**config.mk**
```make
export PLATFORM = sky130hd
export DESIGN_NAME = mw8080_video_scan_flat
export DESIGN_NICKNAME = d
export VERILOG_FILES = /design/src/rtl/mw8080_video_scan_if.sv /design/src/rtl/mw8080_video_scan.sv /design/src/flat_wrapper.sv
export SDC_FILE = /design/constraint.sdc
export NUM_CORES = 1
export LEC_CHECK = 0
export CORE_MARGIN = 4
export CORE_UTILIZATION = 53
export DETAILED_ROUTE_END_ITERATION = 12
export GPL_ROUTABILITY_DRIVEN = 0
export GPL_TIMING_DRIVEN = 0
export PLACE_DENSITY = 0.87
export SYNTH_ARGS = -nofsm -noshare
export SYNTH_HDL_FRONTEND = slang
export SYNTH_SLANG_ARGS = --single-unit
```
**constraint.sdc**
```tcl
create_clock -name Clock_i -period 3.55 [get_ports Clock_i]
set_input_delay 0.355 -clock Clock_i [delete_from_list [all_inputs] [get_ports Clock_i]]
set_output_delay 0.355 -clock Clock_i [all_outputs]
set_load 0.01 [all_outputs]
```
**src/rtl/mw8080_video_scan_if.sv**
```systemverilog
// mw8080_video_scan_if: bundle between the raster scanner and its RAM/video/CPU neighbours.
// Signals:
//   Pix_Ce    pixel-rate clock enable into the scanner
//   Vid_Rd    RAM read strobe, Vid_Addr is the RAM address for that Clock
//   Vid_Data  RAM read data, valid on the Clock edge after Vid_Rd
//   Pixel, HSync_n, VSync_n, HBlank, VBlank  video outputs
//   Irq_Req, Irq_Vec  one-Clock interrupt request and its RST opcode
//   Hcnt, Vcnt  current raster position
//   Flip      cocktail-flip request, present only with MW8080_VIDEO_FLIP_EN
// master: the scanner side; slave: the surrounding system side.
interface mw8080_video_scan_if;
    logic        Pix_Ce;
    logic        Vid_Rd;
    logic [12:0] Vid_Addr;
    logic [7:0]  Vid_Data;
    logic        Pixel;
    logic        HSync_n;
    logic        VSync_n;
    logic        HBlank;
    logic        VBlank;
    logic        Irq_Req;
    logic [7:0]  Irq_Vec;
    logic [8:0]  Hcnt;
    logic [8:0]  Vcnt;
`ifdef MW8080_VIDEO_FLIP_EN
    logic        Flip;
    modport master (input Pix_Ce, Vid_Data, Flip,
                    output Vid_Rd, Vid_Addr, Pixel, HSync_n, VSync_n, HBlank, VBlank,
                           Irq_Req, Irq_Vec, Hcnt, Vcnt);
    modport slave  (output Pix_Ce, Vid_Data, Flip,
                    input Vid_Rd, Vid_Addr, Pixel, HSync_n, VSync_n, HBlank, VBlank,
                          Irq_Req, Irq_Vec, Hcnt, Vcnt);
`else
    modport master (input Pix_Ce, Vid_Data,
                    output Vid_Rd, Vid_Addr, Pixel, HSync_n, VSync_n, HBlank, VBlank,
                           Irq_Req, Irq_Vec, Hcnt, Vcnt);
    modport slave  (output Pix_Ce, Vid_Data,
                    input Vid_Rd, Vid_Addr, Pixel, HSync_n, VSync_n, HBlank, VBlank,
                          Irq_Req, Irq_Vec, Hcnt, Vcnt);
`endif
endinterface

```
**src/rtl/mw8080_video_scan.sv**
```systemverilog
// mw8080_video_scan: raster timing, bitmap fetch, pixel serialiser and frame interrupts.
// Ports:
//   Clock_i    system clock
//   Reset_n_i  synchronous reset, active-low
//   bus        mw8080_video_scan_if.master (Pix_Ce, RAM read port, video, IRQ, counters)
// Optional: define MW8080_VIDEO_FLIP_EN to add bus.Flip (cocktail-mode rotation).
module mw8080_video_scan #(
    parameter int          H_TOTAL      = 320,
    parameter int          V_TOTAL      = 262,
    parameter logic [12:0] VRAM_BASE    = 13'h0400,
    parameter int          IRQ_MID_LINE = 96
) (
    input  logic                Clock_i,
    input  logic                Reset_n_i,
    mw8080_video_scan_if.master bus
);
    localparam logic [8:0] H_LAST  = 9'(H_TOTAL - 1);
    localparam logic [8:0] H_PRE   = 9'(H_TOTAL - 2);
    localparam logic [8:0] V_LAST  = 9'(V_TOTAL - 1);
    localparam logic [8:0] IRQ_MID = 9'(IRQ_MID_LINE);

    logic [8:0]  hcnt_q, hcnt_d, vcnt_q, vcnt_d, vnext, fl;
    logic [7:0]  shift_q, shift_d, hold_q, hold_d, vec_q, vec_d, fline;
    logic [12:0] addr_q, addr_d;
    logic [4:0]  fc, fcol;
    logic        hwrap, fetch, flip;
    logic        rd_q, rd_d, pend_q, pend_d, irq_q, irq_d;
    logic        hs_q, hs_d, vs_q, vs_d, hb_q, hb_d, vb_q, vb_d;

`ifdef MW8080_VIDEO_FLIP_EN
    logic flip_q, flip_d;
    // Orientation is latched once per frame so a mid-frame toggle cannot tear the picture.
    assign flip_d = (bus.Pix_Ce && hcnt_q == 9'd0 && vcnt_q == 9'd0) ? bus.Flip : flip_q;
    always_ff @(posedge Clock_i)
        flip_q <= !Reset_n_i ? 1'b0 : flip_d;
    assign flip = flip_q;
`else
    assign flip = 1'b0;
`endif

    always_comb begin
        hwrap   = hcnt_q == H_LAST;
        vnext   = (vcnt_q == V_LAST) ? 9'd0 : vcnt_q + 9'd1;
        hcnt_d  = bus.Pix_Ce ? (hwrap ? 9'd0 : hcnt_q + 9'd1) : hcnt_q;
        vcnt_d  = (bus.Pix_Ce && hwrap) ? vnext : vcnt_q;
        // The fetch at H_PRE prefetches column 0 of the next line; all others fetch the next column.
        fl      = (hcnt_q == H_PRE) ? vnext : vcnt_q;
        fc      = (hcnt_q == H_PRE) ? 5'd0 : hcnt_q[7:3] + 5'd1;
        fetch   = bus.Pix_Ce && hcnt_q[2:0] == 3'd6 && (hcnt_q <= 9'd246 || hcnt_q == H_PRE) && fl < 9'd224;
        fline   = flip ? 8'd223 - fl[7:0] : fl[7:0];
        fcol    = flip ? ~fc : fc;
        rd_d    = fetch;
        addr_d  = fetch ? VRAM_BASE + {fline, fcol} : addr_q;
        pend_d  = bus.Pix_Ce ? fetch : pend_q;
        hold_d  = rd_q ? bus.Vid_Data : hold_q;
        shift_d = !bus.Pix_Ce ? shift_q :
                  (hcnt_q[2:0] == 3'd7 && pend_q) ? hold_q :
                  flip ? {shift_q[6:0], 1'b0} : {1'b0, shift_q[7:1]};
        // Sync/blank decode the upcoming count so they stay aligned with Hcnt/Vcnt.
        hs_d    = !(hcnt_d >= 9'd272 && hcnt_d <= 9'd303);
        vs_d    = !(vcnt_d >= 9'd234 && vcnt_d <= 9'd237);
        hb_d    = hcnt_d >= 9'd256;
        vb_d    = vcnt_d >= 9'd224;
        irq_d   = bus.Pix_Ce && hwrap && (vcnt_d == IRQ_MID || vcnt_d == 9'd224);
        vec_d   = irq_d ? ((vcnt_d == 9'd224) ? 8'hD7 : 8'hCF) : vec_q;
    end

    always_ff @(posedge Clock_i) begin
        if (!Reset_n_i) begin
            hcnt_q  <= 9'd0;
            vcnt_q  <= 9'd0;
            shift_q <= 8'd0;
            hold_q  <= 8'd0;
            addr_q  <= VRAM_BASE;
            rd_q    <= 1'b0;
            pend_q  <= 1'b0;
            irq_q   <= 1'b0;
            vec_q   <= 8'hCF;
            hs_q    <= 1'b1;
            vs_q    <= 1'b1;
            hb_q    <= 1'b0;
            vb_q    <= 1'b0;
        end else begin
            hcnt_q  <= hcnt_d;
            vcnt_q  <= vcnt_d;
            shift_q <= shift_d;
            hold_q  <= hold_d;
            addr_q  <= addr_d;
            rd_q    <= rd_d;
            pend_q  <= pend_d;
            irq_q   <= irq_d;
            vec_q   <= vec_d;
            hs_q    <= hs_d;
            vs_q    <= vs_d;
            hb_q    <= hb_d;
            vb_q    <= vb_d;
        end
    end

    assign bus.Vid_Rd   = rd_q;
    assign bus.Vid_Addr = addr_q;
    assign bus.Pixel    = (flip ? shift_q[7] : shift_q[0]) & ~hb_q & ~vb_q;
    assign bus.HSync_n  = hs_q;
    assign bus.VSync_n  = vs_q;
    assign bus.HBlank   = hb_q;
    assign bus.VBlank   = vb_q;
    assign bus.Irq_Req  = irq_q;
    assign bus.Irq_Vec  = vec_q;
    assign bus.Hcnt     = hcnt_q;
    assign bus.Vcnt     = vcnt_q;
endmodule

```
**src/flat_wrapper.sv**
```systemverilog
// flat-port wrapper written by rule: the top's interface ports become plain ports
module mw8080_video_scan_flat 
#(
    parameter int          H_TOTAL      = 320,
    parameter int          V_TOTAL      = 262,
    parameter logic [12:0] VRAM_BASE    = 13'h0400,
    parameter int          IRQ_MID_LINE = 96
)
  (Clock_i, Reset_n_i, bus_Pix_Ce, bus_Vid_Data, bus_Vid_Rd, bus_Vid_Addr, bus_Pixel, bus_HSync_n, bus_VSync_n, bus_HBlank, bus_VBlank, bus_Irq_Req, bus_Irq_Vec, bus_Hcnt, bus_Vcnt);
  mw8080_video_scan_if bus_i ();
  input  logic Clock_i;
  input  logic Reset_n_i;
  input wire logic [$bits(bus_i.Pix_Ce)-1:0] bus_Pix_Ce;
  input wire logic [$bits(bus_i.Vid_Data)-1:0] bus_Vid_Data;
  output wire logic [$bits(bus_i.Vid_Rd)-1:0] bus_Vid_Rd;
  output wire logic [$bits(bus_i.Vid_Addr)-1:0] bus_Vid_Addr;
  output wire logic [$bits(bus_i.Pixel)-1:0] bus_Pixel;
  output wire logic [$bits(bus_i.HSync_n)-1:0] bus_HSync_n;
  output wire logic [$bits(bus_i.VSync_n)-1:0] bus_VSync_n;
  output wire logic [$bits(bus_i.HBlank)-1:0] bus_HBlank;
  output wire logic [$bits(bus_i.VBlank)-1:0] bus_VBlank;
  output wire logic [$bits(bus_i.Irq_Req)-1:0] bus_Irq_Req;
  output wire logic [$bits(bus_i.Irq_Vec)-1:0] bus_Irq_Vec;
  output wire logic [$bits(bus_i.Hcnt)-1:0] bus_Hcnt;
  output wire logic [$bits(bus_i.Vcnt)-1:0] bus_Vcnt;
  assign bus_i.Pix_Ce = bus_Pix_Ce;
  assign bus_i.Vid_Data = bus_Vid_Data;
  assign bus_Vid_Rd = bus_i.Vid_Rd;
  assign bus_Vid_Addr = bus_i.Vid_Addr;
  assign bus_Pixel = bus_i.Pixel;
  assign bus_HSync_n = bus_i.HSync_n;
  assign bus_VSync_n = bus_i.VSync_n;
  assign bus_HBlank = bus_i.HBlank;
  assign bus_VBlank = bus_i.VBlank;
  assign bus_Irq_Req = bus_i.Irq_Req;
  assign bus_Irq_Vec = bus_i.Irq_Vec;
  assign bus_Hcnt = bus_i.Hcnt;
  assign bus_Vcnt = bus_i.Vcnt;
  mw8080_video_scan #(.H_TOTAL(H_TOTAL), .V_TOTAL(V_TOTAL), .VRAM_BASE(VRAM_BASE), .IRQ_MID_LINE(IRQ_MID_LINE)) u_core (.Clock_i(Clock_i), .Reset_n_i(Reset_n_i), .bus(bus_i));
endmodule
```
==> results.tsv, run 1 <==
stage	metric	value	unit
clocking	Num Clock Sinks	56	
drt	post-DR wirelength/cell	16.0	um
floorplan	die area	0.00735	mm2
final_layout	Antenna Cells	0	
worst_hold_path	Worst Hold Class	input port to flip-flop	
clocking	post-cts gate resize count	0	
setup_path	WP data required	3790	ps
logic_synthesis	top cell type's share of synthesized area	0.350	
logic_synthesis	Synth Register Bits	56	
power	Pwr Density	294	mW/mm2
drt	Post-DRT Antenna Nets	0	
logic_synthesis	Post-synth top cells	56 x dfxtp_1, 40 x nor2_1, 26 x nand2_1, 24 x nand3_1, 18 x a21oi_1	
clocking	CTS H-Tree Depth	2	
grt	GRT Util Overall	0.222	
sta	RSZ-0062 raised after global routing	false	
sta	Achievable Freq	317	MHz
floorplan	Core ar.	0.00589	mm2
place	Area after DPL	0.00379	mm2
power	Net Sw Power	0.000270	W
logic_synthesis	synth unique cells	69	
sta	Tcrit/Tclk final	0.889	
logic_synthesis	sequential share of the synthesized area	0.350	
logic_synthesis	ys async rst share	0	
power	clock share of power	0.384	
logic_synthesis	multiplexer share of the synthesized area	0.0453	
setup_path	CP Launch Type	flip-flop	
logic_synthesis	number of flops mapped to enable cells by yosys	0	
power	sw frac	0.235	
place	IO buf count	48	
floorplan	Die Y-Extent	85.7	um
logic_synthesis	Synth warnings	0	
worst_hold_path	hold depth	3	
clocking	CTS tree	done	
power	Seq pwr share	0.558	
logic_synthesis	area leader, netlist	dfxtp_1	
setup_path	Critical R2R Launch	u_core.bus.Vcnt[0]	
setup_path	crit path DAT	3400	ps
sta	Slew Limit Headroom	0.475	
final_layout	area grow syn2layout	22.0	%
power	Worst VDD drop	0.209	mV
floorplan	Die Wd	85.7	um
clocking	clock root buffer	clkbuf_8	
grt	vias in the first global route	2838	
sta	Slew @ Worst Pin	782	ps
logic_synthesis	post-synthesis cell area	0.00320	mm2
clocking	hold_buf cts	0	
logic_synthesis	Syn Inst Count	366	
logic_synthesis	adder-cell area share of the yosys netlist	0.0313	
grt	grt ovf	0	
drt	# DRC	0	
place	cell count after placement	493	
grt	largest net degree at the start of global routing	19	
setup_path	r2r setup slk	390	ps
floorplan	Rows	28	
floorplan	Starting Density	0.544	
drt	DR pass1 iterations	5	
final_layout	final std cells w/o fill	501	
setup_path	CP Max Fanout	11	
drt	Vias/cell	5.90	
logic_synthesis	top_reg_cell synth	dfxtp_1	
power	Cell Int Power	0.000880	W
sta	final hold vios	0	
logic_synthesis	Synth Area in Simple Gates	0.265	
clocking	Clock Tree Buf Depth	2	
logic_synthesis	ranking of synthesized cells by area	dfxtp_1 35%, nor2_1 4.7%, mux2i_1 4.1%	
worst_hold_path	hold path startpoint	bus_Pix_Ce	
logic_synthesis	largest family of logic cells by synthesized area	simple AND/OR/NAND/NOR gates	
grt	initial antenna violation count	0	
sta	Min Clock Period, post-route	3160	ps
setup_path	Worst Reg-to-Reg Cells	12	
logic_synthesis	most common cell in the netlist	dfxtp_1	
status	outcome	finished clean	
worst_hold_path	hold endpoint	u_core.bus.Hcnt[2]	
drt	Initial DRC Count	254	
clocking	Reg clk slew, reported paths	110	ps
logic_synthesis	Mapped Avg Cell Area	8.75	um2
logic_synthesis	Compound-Gate Fraction of Synth Area	0.179	
sta	final max-slew violation count	0	
place	DPL Wire Length	5750	um
logic_synthesis	Synth Area in XOR/XNOR	0.0383	
drt	DRT Wirelength	8000	um
sta	Clock Skew	10.1	ps
power	Lkg Pwr	1.36	nW
clocking	setup bufs post-CTS	0	
final_layout	ratio of cells with drive above 1 in the final layout	0.138	
setup_path	CP Class	flip-flop to flip-flop	
setup_path	CP Capture Type	flip-flop	
floorplan	Boundary Pins	57	
setup_path	R2R Path End	u_core.bus.Vid_Addr[5]	
power	Combinational Power Share	0.059	
sta	Total Neg Setup Slack	0	ps
sta	Final setup viols	0	
clocking	Clock Latency Late Sink	320	ps
clocking	total CTS buffers	5	
final_layout	Final #Nets	444	
grt	global-route wire length before repair	13200	um
flow_run	MaxCap Viol Count	0	
drt	vias	2958	
final_layout	Final Instance Area	0.00391	mm2
-- worst max-delay path, cell delays in order (launching register included) --
cell and delay, ps:
dfxtp_1 560, ha_1 230, nor4b_4 310, and2_1 200, buf_6 130, nor2_1 60
o21ai_1 120, o31ai_1 130, ha_1 240, and2b_2 200, mux2i_1 490, a21oi_1 160
a311oi_2 250
-- metal layers --
layer	share of wire	up-vias	GRT usage
li1	-	1418	-
met1	0.43	1391	0.289
met2	0.48	135	0.369
met3	0.073	14	0.0413
met4	0.016	0	0.0734
met5	0	-	0
-- how the worst max path moves through the flow --
stage                                   to                from  slack, ps  depth (start not counted)
finish              u_core.bus.Vid_Addr[5]  u_core.bus.Vcnt[0]        390                         12
global route        u_core.bus.Vid_Addr[5]  u_core.bus.Vcnt[0]        170                         12
CTS                 u_core.bus.Vid_Addr[7]  u_core.bus.Vcnt[0]        450                         12
detailed placement  u_core.bus.Vid_Addr[7]  u_core.bus.Vcnt[0]        530                         12
global placement    u_core.bus.Vid_Addr[5]  u_core.bus.Vcnt[0]        600                         12
floorplan                    u_core.pend_q  u_core.bus.Vcnt[1]        830                         14
-- cells by family (layout without fill, tap and decap cells) --
family,Yosys count,after routing
compound gates,77,77
simple gates,151,151
xor+xnor,14,14
other cells,2,6
mux,14,14
fa+ha+maj,8,8
flops,56,56
buf+inv,44,100
-- sequential cells by signal, summed over array words and instances (netlist names) --
signal,flops
u_core.bus.HBlank,1
u_core.bus.HSync_n,1
u_core.bus.Hcnt,9
u_core.bus.Irq_Req,1
u_core.bus.Irq_Vec,2
u_core.bus.VBlank,1
u_core.bus.VSync_n,1
u_core.bus.Vcnt,9
u_core.bus.Vid_Addr,13
u_core.bus.Vid_Rd,1
u_core.hold_q,8
u_core.pend_q,1
u_core.shift_q,8
-- through the flow --
stage               setup WS (ps)  utilization  hold WS (ps)  total power, W
finish                        393        0.664           368         0.00115
global route                  174        0.664           396         0.00118
CTS                           455        0.664           363         0.00115
detailed placement            533        0.644           457        0.000722
global placement              602        0.644           454        0.000720
floorplan                     832            -           446        0.000695
-- power groups by stage --
stage | clock (W) | sequential [W] | combinational (W)
CTS | 0.000441 | 0.000641 | 0.0000668
finish | 0.000441 | 0.000642 | 0.0000674
detailed placement | 0 | 0.000656 | 0.0000660
global route | 0.000465 | 0.000643 | 0.0000735
floorplan | 0 | 0.000655 | 0.0000395
global placement | 0 | 0.000656 | 0.0000641
-- layout by cell type, fill, tap and decap left out, types with 8 or more instances in the layout --
master,n
ha_1,8
inv_1,8
o21ai_0,11
nand2_1,26
xnor2_1,9
mux2i_1,13
clkbuf_8,8
nor3_1,8
buf_4,8
clkbuf_1,13
nor2_1,40
nand3_1,24
a21oi_1,18
clkdlybuf4s50_1,48
dfxtp_1,56
-- final cells by class --
class	instances	area [um2]
Inverter	9	33.8
Sequential cell	56	1120
Multi-Input combinational cell	270	1810
Fill cell	503	1980
Clock inverter	3	46.3
Tap cell	75	93.8
Timing Repair Buffer	48	480
Buffer	35	249
Clock buffer	5	68.8
Power figures use the tool's default switching activity.
==> inputs of run 2 (changes only) <==
--- a/config.mk
+++ b/config.mk
@@ -7,6 +7,7 @@
 export LEC_CHECK = 0
 export CORE_MARGIN = 4
 export CORE_UTILIZATION = 53
+export CTS_CLUSTER_SIZE = 8
 export DETAILED_ROUTE_END_ITERATION = 12
 export GPL_ROUTABILITY_DRIVEN = 0
 export GPL_TIMING_DRIVEN = 0
==> results of run 2 <==
Final layout, timing and power as in run 1 (identical DEF).
==> inputs of run 3 (changes only) <==
--- a/config.mk
+++ b/config.mk
@@ -6,12 +6,12 @@
 export NUM_CORES = 1
 export LEC_CHECK = 0
 export CORE_MARGIN = 4
-export CORE_UTILIZATION = 53
+export CORE_UTILIZATION = 48
 export CTS_CLUSTER_SIZE = 8
 export DETAILED_ROUTE_END_ITERATION = 12
 export GPL_ROUTABILITY_DRIVEN = 0
 export GPL_TIMING_DRIVEN = 0
-export PLACE_DENSITY = 0.87
+export PLACE_DENSITY = 0.84
 export SYNTH_ARGS = -nofsm -noshare
 export SYNTH_HDL_FRONTEND = slang
 export SYNTH_SLANG_ARGS = --single-unit
==> constraint.sdc (replaced) <==
create_clock -name Clock_i -period 2.7 [get_ports Clock_i]
set_input_delay 0.27 -clock Clock_i [delete_from_list [all_inputs] [get_ports Clock_i]]
set_output_delay 0.27 -clock Clock_i [all_outputs]
set_load 0.01 [all_outputs]
==> run 3 against run 2 <==
Compared with the run above:
- the flow now finishes with violations (setup timing)
- count of clock-buffer cells in the layout unchanged
- final area increased by 8.0%
- clock skew increased by 2.8 ps
- fmax increased by 16%
- sequential cell count unchanged
- worst setup slack got worse by 400 ps
- via count increased by 2.9%
- die area increased by 9.4%
- non-clock buffer count increased by 24
- worst hold slack got worse by 82 ps
- cell count increased by 5.2%
==> results.tsv, run 3 (synthesis results as in run 1) <==
stage	metric	value	unit
power	sw frac	0.259	
power	clock share of power	0.355	
power	Overall Power	0.00145	W
place	DPL Wire Length	5910	um
setup_path	crit-path cells	buf_6 -> inv_4 -> ha_4 -> nor4b_4 -> and2_1 -> buf_6 -> nor2_4 -> o21ai_4 -> o31ai_4 -> ha_2 -> and2b_2 -> mux2_4 -> nor2_4 -> buf_6 -> mux2i_1	
setup_path	slowest cell on the critical path	dfxtp_2	
setup_path	CP Launch Type	flip-flop	
place	IO buf count	48	
sta	Clock Skew	13.0	ps
drt	DR pass1 iterations	5	
power	Lkg Pwr	1.50	nW
floorplan	die area	0.00804	mm2
final_layout	commonest non-fill, non-tap cell in the layout	clkdlybuf4s50_1	
grt	grt ovf	0	
final_layout	area grow syn2layout	31.7	%
setup_path	CP Max Fanout	5	
grt	global-route wire length before repair	13700	um
clocking	Clock Latency Late Sink	330	ps
final_layout	most frequent cells in the layout	48 x clkdlybuf4s50_1, 45 x dfxtp_1, 38 x nor2_1	
clocking	CTS tree	done	
setup_path	CP Capture Type	flip-flop	
clocking	Clock Tree Buf Depth	2	
clocking	clock root buffer	clkbuf_8	
setup_path	WP data required	2950	ps
sta	Min Clock Period, post-route	2710	ps
drt	DRT Wirelength	8670	um
floorplan	Die Wd	89.7	um
setup_path	Crit path largest cell delay	340	ps
sta	Slew @ Worst Pin	613	ps
clocking	total CTS buffers	5	
setup_path	r2r setup slk	-10	ps
sta	Final setup viols	1	
drt	# DRC	0	
setup_path	crit path DAT	2960	ps
drt	post-DR wirelength/cell	16.4	um
floorplan	Die Y-Extent	89.7	um
sta	RSZ-0062 raised after global routing	true	
grt	initial antenna violation count	0	
status	failing checks	setup timing	
sta	final max-slew violation count	0	
floorplan	Boundary Pins	57	
final_layout	max reg flops	13	
drt	Initial DRC Count	338	
final_layout	Finished Core Util	0.657	
sta	WHS	286	ps
drt	Post-DRT Antenna Nets	0	
setup_path	Worst path most repeated cell	buf_6	
flow_run	MaxCap Viol Count	0	
floorplan	Starting Density	0.499	
grt	largest net degree at the start of global routing	21	
setup_path	CP Class	flip-flop to flip-flop	
grt	vias in the first global route	2889	
setup_path	Worst path top cell family by delay	simple AND/OR/NAND/NOR gates	
power	Combinational Power Share	0.063	
sta	Tcrit/Tclk final	1.00	
clocking	CTS H-Tree Depth	2	
sta	Final WS setup	-10.8	ps
drt	vias	3043	
final_layout	Layout fillers	529	
final_layout	Antenna Cells	0	
power	Seq pwr share	0.582	
worst_hold_path	Worst Hold Class	input port to flip-flop	
power	Net Sw Power	0.000375	W
sta	Achievable Freq	369	MHz
power	Pwr Density	343	mW/mm2
floorplan	Rows	29	
drt	Vias/cell	5.77	
clocking	Reg clk slew, reported paths	120	ps
final_layout	ratio of cells with drive above 1 in the final layout	0.233	
sta	Slew Limit Headroom	0.591	
status	outcome	finished with violations	
grt	GRT Util Overall	0.218	
power	Cell Int Power	0.00107	W
sta	final hold vios	0	
clocking	Num Clock Sinks	56	
power	Worst VDD drop	0.299	mV
setup_path	Buf/Inv on CP	4	
final_layout	Final #Nets	468	
floorplan	Core ar.	0.00642	mm2
[run 3: cell count changes in the layout (fill, tap and decap cells not counted), sizes merged]
| cell | change |
|---|---|
| buf | +25 |
| inv | +2 |
| bufinv | -1 |
| clkbuf | -1 |
| clkinv | -1 |
[run 3: path summary, 6_finish.rpt]
kind	depth (start not counted)	endpoint	start
max	15	u_core.bus.Vid_Addr[3]	u_core.bus.Vcnt[1]
min reg2reg	2	u_core.bus.Vid_Addr[2]	u_core.bus.Vid_Addr[2]
max reg2reg	15	u_core.bus.Vid_Addr[3]	u_core.bus.Vcnt[1]
min	3	u_core.shift_q[7]	bus_Pix_Ce
[run 3: worst register-to-register path: cells and delay by family, from the launching register on]
| family | cells | cell delay, ps |
|---|---|---|
| flip-flops | 1 | 340 |
| AND/OR/NAND/NOR | 5 | 780 |
| multiplexers | 2 | 490 |
| adder cells (fa/ha/maj) | 2 | 330 |
| AO/OA/AOI/OAI | 2 | 270 |
| buffers and inverters | 4 | 440 |
[run 3: layout make-up]
| class | instances | area (um2) | share of cell area |
|---|---|---|---|
| Buffer | 32 | 245 | 0.0581 |
| Clock buffer | 5 | 68.8 | 0.0163 |
| Clock inverter | 3 | 28.8 | 0.00682 |
| Inverter | 9 | 36.3 | 0.00860 |
| Multi-Input combinational cell | 270 | 1920 | 0.454 |
| Sequential cell | 56 | 1140 | 0.270 |
| Tap cell | 77 | 96.3 | 0.0228 |
| Timing Repair Buffer | 75 | 687 | 0.163 |
[run 3: layer usage]
metal / up-vias / part of all wire / track usage
met5: - / 0 / 0
met4: 0 / 0.017 / 0.0839
met3: 17 / 0.057 / 0.0383
met2: 118 / 0.49 / 0.358
met1: 1444 / 0.44 / 0.285
li1: 1464 / - / -
[run 3: power groups by stage]
stage	clock network (W)	logic, W	registers (W)
global route	0.000555	0.000100	0.000845
CTS	0.000529	0.0000869	0.000843
finish	0.000514	0.0000910	0.000843
detailed placement	0	0.0000864	0.000862
floorplan	0	0.0000519	0.000862
global placement	0	0.0000845	0.000862
[run 3: stage by stage]
step                setup TNS, ps  std cells  setup slack, ps  area, um2
finish                      -10.8        527            -10.8       4220
global route                 -562        527             -110       4220
detailed placement          -4020        495             -370       3790
CTS                             0        512             4.59       4010
global placement            -2860        495             -279       3790
floorplan                   -19.8        370            -18.2       3220
[run 3: repair_timing]
action | CTS | global route
pin swaps | 4 | 7
gates cloned | 1 | 0
gates resized for setup | 19 | 22
setup endpoints to repair | 15 | 15
setup buffers | 8 | 18
hold buffers | 0 | 0
